[src/rtl/memory_arbiter.sv]
// memory_arbiter: shares one memory port between an instruction-fetch port and a load/store port.
// Define ARB_ROUND_ROBIN_EN for alternating grants on contention; default build gives ls fixed priority.
module memory_arbiter #(
    parameter int ADDR_W = 10,
    parameter int DATA_W = 32
) (
    input  logic              clk,
    input  logic              reset,
    input  logic              if_en,
    input  logic [ADDR_W-1:0] if_addr,
    output logic [DATA_W-1:0] if_do,
    output logic              if_ack,
    input  logic              ls_en,
    input  logic              ls_we,
    input  logic [ADDR_W-1:0] ls_addr,
    input  logic [DATA_W-1:0] ls_di,
    output logic [DATA_W-1:0] ls_do,
    output logic              ls_ack,
    output logic              mem_en,
    output logic              mem_we,
    output logic [ADDR_W-1:0] mem_addr,
    output logic [DATA_W-1:0] mem_di,
    input  logic [DATA_W-1:0] mem_do,
    input  logic              mem_do_ack
);

    typedef enum logic [1:0] {
        IDLE     = 2'd0,
        MEM_WAIT = 2'd1,
        RESPOND  = 2'd2
    } state_t;

    state_t              state_q, state_d;
    logic                mem_en_q, mem_en_d;
    logic                mem_we_q, mem_we_d;
    logic [ADDR_W-1:0]   mem_addr_q, mem_addr_d;
    logic [DATA_W-1:0]   mem_di_q, mem_di_d;
    logic                if_ack_q, if_ack_d;
    logic                ls_ack_q, ls_ack_d;
    logic [DATA_W-1:0]   if_do_q, if_do_d;
    logic [DATA_W-1:0]   ls_do_q, ls_do_d;
    logic                owner_ls_q, owner_ls_d;
    logic                prefer_ls;
    logic                grant_ls;
    logic                grant_if;

`ifdef ARB_ROUND_ROBIN_EN
    // Points at the port that wins the next tie: the one not granted last.
    logic                prefer_ls_q, prefer_ls_d;
    assign prefer_ls = prefer_ls_q;
`else
    assign prefer_ls = 1'b1;
`endif

    assign grant_ls = ls_en && (prefer_ls || !if_en);
    assign grant_if = if_en && !grant_ls;

    always_comb begin
        state_d    = state_q;
        mem_en_d   = mem_en_q;
        mem_we_d   = mem_we_q;
        mem_addr_d = mem_addr_q;
        mem_di_d   = mem_di_q;
        if_ack_d   = 1'b0;
        ls_ack_d   = 1'b0;
        if_do_d    = if_do_q;
        ls_do_d    = ls_do_q;
        owner_ls_d = owner_ls_q;
`ifdef ARB_ROUND_ROBIN_EN
        prefer_ls_d = prefer_ls_q;
`endif
        unique case (state_q)
            IDLE: begin
                mem_en_d = 1'b0;
                mem_we_d = 1'b0;
                if (grant_ls) begin
                    mem_en_d   = 1'b1;
                    mem_we_d   = ls_we;
                    mem_addr_d = ls_addr;
                    mem_di_d   = ls_di;
                    owner_ls_d = 1'b1;
                    state_d    = MEM_WAIT;
`ifdef ARB_ROUND_ROBIN_EN
                    prefer_ls_d = 1'b0;
`endif
                end else if (grant_if) begin
                    mem_en_d   = 1'b1;
                    mem_we_d   = 1'b0;
                    mem_addr_d = if_addr;
                    mem_di_d   = '0;
                    owner_ls_d = 1'b0;
                    state_d    = MEM_WAIT;
`ifdef ARB_ROUND_ROBIN_EN
                    prefer_ls_d = 1'b1;
`endif
                end
            end
            MEM_WAIT: begin
                if (mem_do_ack) begin
                    mem_en_d = 1'b0;
                    mem_we_d = 1'b0;
                    if (owner_ls_q) begin
                        ls_do_d  = mem_do;
                        ls_ack_d = 1'b1;
                    end else begin
                        if_do_d  = mem_do;
                        if_ack_d = 1'b1;
                    end
                    state_d = RESPOND;
                end
            end
            // One dead cycle lets the released requester drop its enable before re-arbitration.
            RESPOND: begin
                state_d = IDLE;
            end
            default: begin
                state_d  = IDLE;
                mem_en_d = 1'b0;
                mem_we_d = 1'b0;
            end
        endcase
    end

    always_ff @(posedge clk) begin
        if (reset) begin
            state_q    <= IDLE;
            mem_en_q   <= 1'b0;
            mem_we_q   <= 1'b0;
            mem_addr_q <= '0;
            mem_di_q   <= '0;
            if_ack_q   <= 1'b0;
            ls_ack_q   <= 1'b0;
            if_do_q    <= '0;
            ls_do_q    <= '0;
            owner_ls_q <= 1'b0;
`ifdef ARB_ROUND_ROBIN_EN
            prefer_ls_q <= 1'b1;
`endif
        end else begin
            state_q    <= state_d;
            mem_en_q   <= mem_en_d;
            mem_we_q   <= mem_we_d;
            mem_addr_q <= mem_addr_d;
            mem_di_q   <= mem_di_d;
            if_ack_q   <= if_ack_d;
            ls_ack_q   <= ls_ack_d;
            if_do_q    <= if_do_d;
            ls_do_q    <= ls_do_d;
            owner_ls_q <= owner_ls_d;
`ifdef ARB_ROUND_ROBIN_EN
            prefer_ls_q <= prefer_ls_d;
`endif
        end
    end

    assign mem_en   = mem_en_q;
    assign mem_we   = mem_we_q;
    assign mem_addr = mem_addr_q;
    assign mem_di   = mem_di_q;
    assign if_ack   = if_ack_q;
    assign ls_ack   = ls_ack_q;
    assign if_do    = if_do_q;
    assign ls_do    = ls_do_q;

endmodule

[config.mk]
export PLATFORM = sky130hd
export DESIGN_NAME = memory_arbiter
export DESIGN_NICKNAME = d
export VERILOG_FILES = /design/src/rtl/memory_arbiter.sv
export SDC_FILE = /design/constraint.sdc
export NUM_CORES = 1
export LEC_CHECK = 0
export CORE_ASPECT_RATIO = 2
export CORE_MARGIN = 2
export CORE_UTILIZATION = 44
export DETAILED_ROUTE_END_ITERATION = 10
export PLACE_DENSITY = 0.89
export SLEW_MARGIN = 25
export SYNTH_ARGS = -nofsm -noshare
export SYNTH_HDL_FRONTEND = slang
export SYNTH_SLANG_ARGS = --single-unit
export TNS_END_PERCENT = 1
[constraint.sdc]
create_clock -name clk -period 2 [get_ports clk]
set_input_delay 0.2 -clock clk [delete_from_list [all_inputs] [get_ports clk]]
set_output_delay 0.2 -clock clk [all_outputs]
set_load 0.02 [all_outputs]
# Word-level counts from Yosys, hierarchy flattened

Cells that the tools add are included.

Register bits after elaboration: 113
Output and inout bits: 110
Bits of input ports: 90
Word-level logic and storage cells: 46

Equal/unequal tests: 4
Mux-type cells: 18
Reduce and logical (&&, ||, !) cells: 10
Bitwise logic cells: 4

Operators with widths:

| operator                                             | number |
|---|---|
| two-way mux 32 bit                                   | 2 |
| two-way mux 10 bit                                   | 2 |
| two-way mux 1 bit                                    | 8 |
| two-way mux 2 bit                                    | 3 |
| one-hot mux 1 bit (3 select lines)                   | 2 |
| AND reduction 2 bit                                  | 3 |
| AND reduction 3 bit                                  | 2 |
| inverter 1 bit                                       | 4 |
| one-hot mux 2 bit (2 select lines)                   | 1 |
| != test 3 bit (second input constant)                | 1 |
| OR reduction 3 bit                                   | 1 |
| equality test 2 x 1 -> 1 bit (second input constant) | 1 |
| equality test 2 bit (second input constant)          | 1 |
| zero test 2 bit                                      | 1 |
| != test 2 bit (second input constant)                | 1 |
| nonzero test 2 bit                                   | 1 |
| logical AND 1 bit                                    | 1 |
| zero test 1 bit                                      | 1 |

# Depth between registers and ports, before layout

Gate-level depths: netlist (run 1).

Word-level depth: 5
Gate-level depth with buffers: 6
Gate-level depth less buffers: 3

# Worst setup path after synthesis (run 1)

OpenSTA, ideal clock, no wires.

Path type: reg-to-reg
From: register state_q[1]
To: register mem_di_q[0] (netlist: mem_di[0])
Library setup time: 0.132 ns
Required time: 1.868 ns
Stages on the path, launching flop included: 7
Setup slack: 0.733 ns
Arrival: 1.135 ns
Period minus slack after synthesis: 1.267 ns
Path buffers: 3
Cells stage by stage: dfxtp_1 buf_6 or2_1 clkbuf_2 clkbuf_2 o21ai_0 a21oi_1

Word-level cells in the longest chain between the ends: 2

RTL lines:

| element                              | RTL line | RTL |
|---|---|---|
| start, declared                      | 33       | `state_t state_q, state_d;` |
| start signal, assigned               | 140      | `state_q <= state_d;` |
| zero test 2 bit                      | 72       | `unique case (state_q)` |
| AND reduction 2 bit (no source line) | n/a      |  |
| end signal, assigned                 | 144      | `mem_di_q <= mem_di_d;` |
| end, declared                        | 37       | `logic [DATA_W-1:0] mem_di_q, mem_di_d;` |

No other way between the ends.
A chain may end at the register's enable or synchronous reset.

# Worst setup path in the final report (run 1)

From: register ls_do_q[7] (netlist: ls_do[7])
To: output port ls_do[7]

RTL lines:

| element                | RTL line | RTL |
|---|---|---|
| start, declared        | 41       | `logic [DATA_W-1:0] ls_do_q, ls_do_d;` |
| start signal, assigned | 148      | `ls_do_q <= ls_do_d;` |
| end, declared          | 17       | `output logic [DATA_W-1:0] ls_do,` |

No word-level cell between the ends.

==> qor.csv, run 1 <==
stage,metric,value,unit
finish,P&R area growth vs syn,64.0,%
floorplan,Initial Utilization,44.7,%
timing,Finish-stage setup viols,0,
synth,Mapped Cells,501,
setup_path,CP startpoint,ls_do[7],
finish,"commonest non-fill, non-tap cell in the layout",clkdlybuf4s50_1,
place,GPL Wtd Cong,0.801,
floorplan,num ports,200,
timing,Setup Skew,0.00984,ns
finish,layout cell share with drive strength beyond 1,6.59,%
cts,Root Driver,clkbuf_16,
floorplan,Die Ht,141,um
synth,Yosys warnings,0,
cts,"Reg clk slew, reported paths",0.06,ns
cts,cts hold-fix bufs,0,
setup_path,CP Cell Sequence,clkdlybuf4s50_1,
synth,register area share after synthesis,54.7,%
setup_path,reg2reg start,state_q[1],
global_route,initial antenna violation count,0,
global_route,vias in the first global route,4295,
setup_path,WP data arrival,1.43,ns
synth,Avg Synthesized Cell Area,8.25,um^2
cts,clk sink count,113,
min_path,launch point of the worst hold path,reset,
finish,Final #Nets,775,
setup_path,crit-path max FO,2,
cts,Clock Tree Buf Depth,2,
power_and_ir_drop,Max rail drop VDD,642,uV
floorplan,core box area,9260,um^2
setup_path,Worst Path Required,1.80,ns
setup_path,crit-path max cell delay,0.67,ns
global_route,GRT Overall Usage,25.6,%
place,DP HPWL,8.83,mm
min_path,HP Class,input port to register,
timing,RSZ-0062 raised after global routing,no,
floorplan,# rows,50,
drt,Post-Route WL,12.9,mm
drt,routed length per placed instance,16.1,um
setup_path,CP top delay family,buffers and inverters,
setup_path,Worst path slowest cell,clkdlybuf4s50_1,
drt,vias,4227,
drt,initial DRC count,133,
cts,CTS buffer count,17,
timing,fin. max-slew vios,0,
timing,Fmax,0.614,GHz
outcome,status,"finished, final reports clean",
timing,worst-margin pin slew,0.820,ns
timing,Rel. slew slack,45.1,%
timing,min cycle time layout,1.63,ns
finish,# diodes,0,
finish,non-filler instance count after layout,802,
timing,final worst path period share,81.4,%
global_route,largest net degree at the start of global routing,114,
global_route,GR Overflow Total,0,
drt,drt pass-1 iters,5,
synth,"Distinct cells, synth",26,
cts,Worst-Skew Late Latency,0.41,ns
cts,post_cts resized,0,
power_and_ir_drop,cell leakage power,2.42,nW
finish,Final Core Density,73.3,%
finish,design area,6780,um^2
drt,Via density,5.27,
floorplan,Chip Width,72.6,um
cts,postcts setup bufs,0,
drt,post-route ant nets,0,
cts,H-Tree Depth,4,
flow_run,Max Cap Violations,0,
floorplan,die area,10200,um^2
setup_path,critical path class,register to primary output,
finish,"commonest non-fill, non-tap cells in the layout","clkdlybuf4s50_1, nand2_1, dfxtp_1",
power_and_ir_drop,Pwr per Cell Area,958,nW/um^2
timing,Final TNS setup,0,ns
place,placed inst area,6150,um^2
synth,Seq cells post-synth,113,
place,placed cell count,770,
synth,syn nets,591,
setup_path,Worst Path Buf+Inv,1,
setup_path,Startpoint Class,register,
synth,Syn Std Cell Area,4140,um^2
cts,CTS tree,done,
place,PortBufs,199,
timing,final hold vios,0,
drt,Residual DRC,0,
global_route,first-pass GRT wire length,20.4,mm
setup_path,crit end category,primary output,
power by group:
| part | internal (mW) | leakage (nW) | switching [mW] |
|---|---|---|---|
| registers | 2.36 | 0.921 | 0.0646 |
| logic | 0.442 | 1.20 | 0.450 |
| clock network | 2.11 | 0.295 | 1.06 |
layout make-up:
class | count | area, um^2
fillers | 650 | 2480
flip-flops and latches | 113 | 2260
repair buffers | 208 | 2120
multi-input cells | 344 | 1640
clock buffers | 19 | 443
clock inverters | 13 | 186
well taps | 104 | 130
inverters | 1 | 3.75
synth_stat cells, drive strengths merged:
cell / instances / area (um^2)
clkbuf: 17 / 68.8
nand4bb: 1 / 11.3
nand2: 163 / 612
mux2i: 10 / 100
a21oi: 110 / 551
inv: 1 / 3.75
and4b: 1 / 10.0
dfxtp: 113 / 2260
nor2b: 1 / 6.26
a211oi: 10 / 75.1
nor3b: 2 / 26.3
nand4b: 1 / 8.76
and4bb: 1 / 12.5
or2: 2 / 12.5
nor2: 6 / 25.0
nor4bb: 1 / 10.0
o21ai: 35 / 175
buf: 26 / 165
tightest hold or removal path: stages:
cell	delay (ns)
buf_4	0.12
buf_12	0.23
nor2_1	0.14
sequential cells by signal, summed over array words and instances (netlist names):
register and flops:
if_do 32, if_ack 1, mem_we 1, mem_di 32, mem_en 1, ls_do 32, state_q 2, owner_ls_q 1
ls_ack 1, mem_addr 10
kinds of logic after synthesis:
| kind of cell | after synthesis | share of synthesized area, % |
|---|---|---|
| compound gates | 155 | 19.4 |
| buf+inv | 44 | 5.75 |
| flops | 113 | 54.7 |
| mux | 10 | 2.42 |
| simple gates | 179 | 17.8 |
worst paths after layout:
check                end  slack, ns  cells past startpoint
min           state_q[0]       0.32                      3
max reg2reg  mem_addr[4]       0.40                      3
max             ls_do[7]       0.37                      1
min reg2reg    ls_do[14]       0.45                      2
stage by stage:
stage          setup WS (ns)  power [mW]  hold WS [ns]
3_5_place_dp           0.422        3.36         0.447
4_1_cts                0.374        6.53         0.322
6_report               0.371        6.50         0.322
5_1_grt                0.230        6.70         0.350
2_1_floorplan          0.733        2.88         0.336
3_3_place_gp           0.499        3.33         0.441
layer usage:
metal	routed length [um]	global-route usage [%]
met4	463	14.6
met5	0	0
met2	7500	47.3
met3	856	6.65
met1	4130	24.4
Note: power is estimated with default switching activity, not from simulation.
==> run 2: changes to the inputs <==
Settings changed: CORE_UTILIZATION 44 to 40, PLACE_DENSITY 0.89 to 0.82.
Clock period 2 ns to 1.5 ns, I/O delays scaled along.
==> run 2 against run 1 <==
Compared with the run above:
- global-route usage down 2.4 points
- setup slack worse by 0.33 ns
- sequential share of layout area down 0.34 points
- power up 30%
- clock power up 28%
- worst hold slack worse by 0.18 ns
- largest power group unchanged
==> qor.csv, run 2 (synthesis results as in run 1) <==
stage,metric,value,unit,change
drt,Residual DRC,0,,unchanged
floorplan,# rows,52,,+4.0%
setup_path,Worst Path Required,1.35,ns,-0.45 ns
setup_path,CP Cell Sequence,clkdlybuf4s50_1,,
global_route,vias in the first global route,4300,,+0.12%
outcome,status,"finished, final reports clean",,
setup_path,WP data arrival,1.31,ns,-0.12 ns
setup_path,Worst path slowest cell,clkdlybuf4s50_1,,
setup_path,WP depth,1,,unchanged
floorplan,die area,11200,um^2,+9.6%
place,PortBufs,199,,unchanged
global_route,GRT Overall Usage,23.2,%,-2.4 points
finish,design area,6860,um^2,+1.1%
timing,RSZ-0062 raised after global routing,no,,
global_route,largest net degree at the start of global routing,39,,-66%
cts,"Reg clk slew, reported paths",0.05,ns,about the same
finish,# diodes,0,,unchanged
setup_path,Worst Path Buf+Inv,1,,unchanged
floorplan,Die Ht,148,um,+4.7%
timing,fin worst setup slack,0.0390,ns,-0.332 ns
drt,routed length per placed instance,15.3,um,-5.4%
setup_path,crit-path max cell delay,0.60,ns,-0.07 ns
cts,cts hold-fix bufs,0,,unchanged
cts,CTS tree,done,,
timing,final hold vios,0,,unchanged
drt,initial DRC count,168,,+26%
setup_path,CP startpoint,if_ack,,
place,placed cell count,805,,+4.5%
setup_path,CP top delay family,buffers and inverters,,
drt,Via density,5.03,,-4.5%
floorplan,Initial Utilization,41.0,%,-3.7 points
finish,non-filler instance count after layout,837,,+4.4%
timing,Hold WS,0.146,ns,-0.176 ns
place,DP HPWL,9.14,mm,+3.5%
finish,P&R area growth vs syn,65.9,%,
global_route,GR Overflow Total,0,,unchanged
setup_path,Startpoint Class,register,,
finish,"commonest non-fill, non-tap cells in the layout","nand2_1, dfxtp_1, a21oi_1",,
finish,"commonest non-fill, non-tap cell in the layout",nand2_1,,
cts,CTS buffer count,17,,unchanged
floorplan,num ports,200,,unchanged
power_and_ir_drop,Max rail drop VDD,876,uV,+36%
timing,Final TNS setup,0,ns,unchanged
setup_path,crit end category,primary output,,
timing,Fmax,0.684,GHz,
timing,final worst path period share,97.4,%,
floorplan,core box area,10100,um^2,+8.9%
setup_path,crit-path max FO,1,,-1
setup_path,R2R Setup Slk,0.18,ns,-0.22 ns
timing,worst-margin pin slew,0.436,ns,-0.385 ns
cts,H-Tree Depth,4,,unchanged
drt,drt pass-1 iters,4,,-1
cts,Worst-Skew Late Latency,0.40,ns,about the same
min_path,HP Class,input port to register,,
setup_path,end point of the critical path,if_ack,,
global_route,initial antenna violation count,0,,unchanged
setup_path,reg2reg start,state_q[1],,
drt,Post-Route WL,12.8,mm,-1.3%
flow_run,Max Cap Violations,0,,unchanged
finish,layout cell share with drive strength beyond 1,7.12,%,+0.53 points
power_and_ir_drop,Pwr Total,8.43,mW,+30%
setup_path,Reg2Reg Depth,4,,+1
finish,Final #Nets,779,,+0.52%
power_and_ir_drop,Pwr per Cell Area,1230,nW/um^2,+28%
drt,vias,4211,,-0.38%
timing,Finish-stage setup viols,0,,unchanged
finish,Final Core Density,68.0,%,-5.2 points
power_and_ir_drop,cell leakage power,3.43,nW,+42%
place,DP Worst Slack,-0.00183,ns,-0.423 ns
place,placed inst area,6240,um^2,+1.5%
timing,Setup Skew,0.0109,ns,+0.00107 ns
cts,clk sink count,113,,unchanged
timing,min cycle time layout,1.46,ns,
setup_path,FF-to-FF End,mem_di[24],,
global_route,first-pass GRT wire length,20.0,mm,-2.1%
place,GPL Wtd Cong,0.857,,+7.0%
timing,fin. max-slew vios,0,,unchanged
drt,post-route ant nets,0,,unchanged
floorplan,Chip Width,75.9,um,+4.6%
cts,Clock Tree Buf Depth,2,,unchanged
timing,Rel. slew slack,70.9,%,+26 points
setup_path,critical path class,register to primary output,,
cts,Root Driver,clkbuf_16,,
run 2: changes by cell type in the layout (fill, tap and decap cells not counted), moves of 3 or more:
cell / before / now
clkdlybuf4s50_1: 198 / 89
dlygate4sd2_1: 0 / 71
dlymetal6s2s_1: 0 / 38
clkinvlp_4: 4 / 0
clkinv_2: 2 / 5
run 2: layout make-up:
type	instances	area, um^2
Sequential cell	113	2260
Timing Repair Buffer	212	2180
Tap cell	135	169
Clock inverter	10	133
Inverter	1	3.75
Clock buffer	22	474
Multi-Input combinational cell	344	1640
Fill cell	827	3220
run 2: repair_timing:
action                                  CTS  global route
gates resized for setup                  71            40
buffers inserted                          0             0
endpoints found under the setup margin   71            41
run 2: worst min-delay path by stage:
stage / cells after the start / to / startpoint
floorplan: 2 / if_do[0] / mem_do[0]
global placement: 2 / if_do[16] / if_do[16]
detailed placement: 2 / ls_do[6] / ls_do[6]
CTS: 2 / mem_di[18] / reset
global route: 2 / mem_di[22] / reset
finish: 2 / mem_di[15] / reset
run 2: routing by layer:
metal  GRT usage [%]  vias to the layer above  wire [um]
li1                -                     2042          -
met1            21.4                     1970       4130
met2            44.0                      173       7580
met3            6.68                       26        728
met4            9.82                        0        339
met5               0                        -          0
run 2: where the power goes:
| part | switching (mW) | leakage, nW | internal, mW |
|---|---|---|---|
| Combinational | 0.593 | 2.21 | 0.533 |
| Sequential | 0.0800 | 0.921 | 3.15 |
| Clock | 1.33 | 0.304 | 2.73 |
| Total | 2.01 | 3.43 | 6.42 |
==> run 3: changes to the inputs <==
Settings changed: CTS_CLUSTER_SIZE from default to 28, PLACE_DENSITY 0.82 to 0.79.
==> run 3 against run 2 <==
Compared with the run above:
- critical path depth is 3 higher
- register-to-register slack worse by 0.13 ns
- core utilization shrank 0.47 points
- highest routed layer unchanged
==> qor.csv, run 3 (synthesis results as in run 1) <==
stage,metric,value,unit,change
drt,Residual DRC,0,,unchanged
power_and_ir_drop,clock share of power,47.6,%,-0.7 points
power_and_ir_drop,Logic pwr share,13.5,%,about the same
global_route,vias in the first global route,4189,,-2.6%
power_and_ir_drop,cell leakage power,3.29,nW,-4.2%
floorplan,core box area,10100,um^2,unchanged
floorplan,num ports,200,,unchanged
setup_path,critical path class,register to register,,
finish,# diodes,0,,unchanged
timing,final worst path period share,96.7,%,-0.67 points
drt,routed length per placed instance,15.4,um,+1.1%
finish,"commonest non-fill, non-tap cells in the layout","nand2_1, dfxtp_1, a21oi_1",,
power_and_ir_drop,Int Pwr,6.38,mW,-0.55%
cts,postcts setup bufs,0,,unchanged
timing,fin. max-slew vios,0,,unchanged
setup_path,crit end category,register,,
timing,fin worst setup slack,0.0490,ns,+0.00998 ns
setup_path,end point of the critical path,mem_di[2],,
setup_path,crit-path max FO,33,,+32
timing,final hold vios,0,,unchanged
setup_path,CP startpoint,state_q[1],,
cts,CTS tree,done,,
outcome,status,"finished, final reports clean",,
timing,Finish-stage setup viols,0,,unchanged
cts,Clock Tree Buf Depth,2,,unchanged
setup_path,Startpoint Class,register,,
timing,Hold WS,0.162,ns,+0.0158 ns
finish,Final Core Density,67.6,%,-0.47 points
setup_path,Reg2Reg Depth,4,,unchanged
place,GPL Wtd Cong,0.795,,-7.3%
finish,layout cell share with drive strength beyond 1,6.43,%,-0.69 points
timing,Setup Skew,0.00863,ns,-0.00229 ns
timing,Rel. slew slack,73.9,%,+2.9 points
power_and_ir_drop,Pwr per Cell Area,1220,nW/um^2,-0.52%
setup_path,R2R Setup Slk,0.05,ns,-0.13 ns
finish,"commonest non-fill, non-tap cell in the layout",nand2_1,,
power_and_ir_drop,Pwr Total,8.32,mW,-1.2%
drt,Via density,4.99,,-0.78%
min_path,HP Class,input port to register,,
power_and_ir_drop,Net Switching,1.94,mW,-3.3%
cts,cts hold-fix bufs,0,,unchanged
drt,post-route ant nets,0,,unchanged
setup_path,Worst Path Required,1.82,ns,+0.47 ns
setup_path,reg2reg start,state_q[1],,
drt,vias,4168,,-1.0%
floorplan,Die Ht,148,um,unchanged
global_route,initial antenna violation count,0,,unchanged
place,DP HPWL,9.07,mm,-0.76%
finish,Final #Nets,777,,-0.26%
global_route,first-pass GRT wire length,20.0,mm,+0.42%
timing,min cycle time layout,1.45,ns,-0.00998 ns
floorplan,# rows,52,,unchanged
global_route,GR Overflow Total,0,,unchanged
flow_run,Max Cap Violations,0,,unchanged
power_and_ir_drop,register share of total power,38.9,%,+0.5 points
drt,drt pass-1 iters,4,,unchanged
place,PortBufs,199,,unchanged
cts,"Reg clk slew, reported paths",0.05,ns,about the same
setup_path,WP data arrival,1.77,ns,+0.46 ns
global_route,GRT Overall Usage,23.7,%,+0.46 points
finish,P&R area growth vs syn,64.8,%,
drt,initial DRC count,162,,-3.6%
cts,H-Tree Depth,4,,unchanged
timing,Final TNS setup,0,ns,unchanged
cts,Root Driver,clkbuf_16,,
cts,clk sink count,113,,unchanged
power_and_ir_drop,Max rail drop VDD,943,uV,+7.6%
floorplan,die area,11200,um^2,unchanged
timing,Fmax,0.689,GHz,+0.69%
power_and_ir_drop,switching power share of the total,23.3,%,-0.51 points
cts,CTS buffer count,17,,unchanged
setup_path,FF-to-FF End,mem_di[2],,
cts,Worst-Skew Late Latency,0.40,ns,about the same
place,DP Worst Slack,-0.0196,ns,-0.0177 ns
cts,post_cts resized,80,,+13%
floorplan,Chip Width,75.9,um,unchanged
global_route,largest net degree at the start of global routing,51,,+31%
timing,worst-margin pin slew,0.392,ns,-0.0438 ns
drt,Post-Route WL,12.9,mm,+0.86%
timing,RSZ-0062 raised after global routing,yes,,
floorplan,Initial Utilization,41.0,%,unchanged
==> run 3: cell count changes in the layout (fill, tap and decap cells not counted), sizes merged <==
cell,change
buf,-2
dlygate4sd2,+9
clkdlybuf4s50,+1
dlymetal6s2s,-10
clkinv,-5
clkbuf,+6
bufinv,-1
==> run 3: power groups by stage <==
stage | Combinational, mW | Clock [mW] | Sequential (mW)
floorplan | 0.393 | 0 | 3.45
global placement | 1.18 | 0 | 3.29
detailed placement | 1.20 | 0 | 3.30
CTS | 1.14 | 4.03 | 3.24
global route | 1.21 | 4.15 | 3.25
finish | 1.12 | 3.97 | 3.24
==> run 3: routing by layer <==
layer | share of wire, % | GRT usage, % | routed length [um]
met1 | 34 | 23.0 | 4340
met2 | 56 | 42.2 | 7240
met3 | 6.2 | 7.50 | 799
met4 | 4.0 | 12.1 | 513
met5 | 0 | 0 | 0
==> run 3: layout make-up <==
cell class	instances	area (um^2)
flip-flops and latches	113	2260
multi-input cells	344	1640
repair buffers	210	2140
clock inverters	4	70.1
clock buffers	28	527
fillers	811	3270
inverters	1	3.75
well taps	135	169
==> run 3: worst min-delay path by stage <==
stage	slack, ns	startpoint	end	cells after the start
after detailed placement	0.45	if_do[20]	if_do[20]	2
after global placement	0.44	ls_do[19]	ls_do[19]	2
after CTS	0.14	reset	mem_di[19]	2
after global routing	0.17	reset	mem_di[18]	2
final	0.16	reset	mem_di[20]	2
after floorplan	0.29	mem_do[0]	if_do[0]	2
==> run 3: per-stage QoR <==
stage,cells,cell area [um^2]
floorplan,501,4140
finish,835,6810
global route,835,6810
detailed placement,803,6240
CTS,835,6740
global placement,803,6240
==> run 3: critical path: stages (launching register included) <==
cell	delay (ns)
dfxtp_1	0.51
or2_1	0.20
buf_4	0.30
o21ai_0	0.17
a21oi_1	0.18
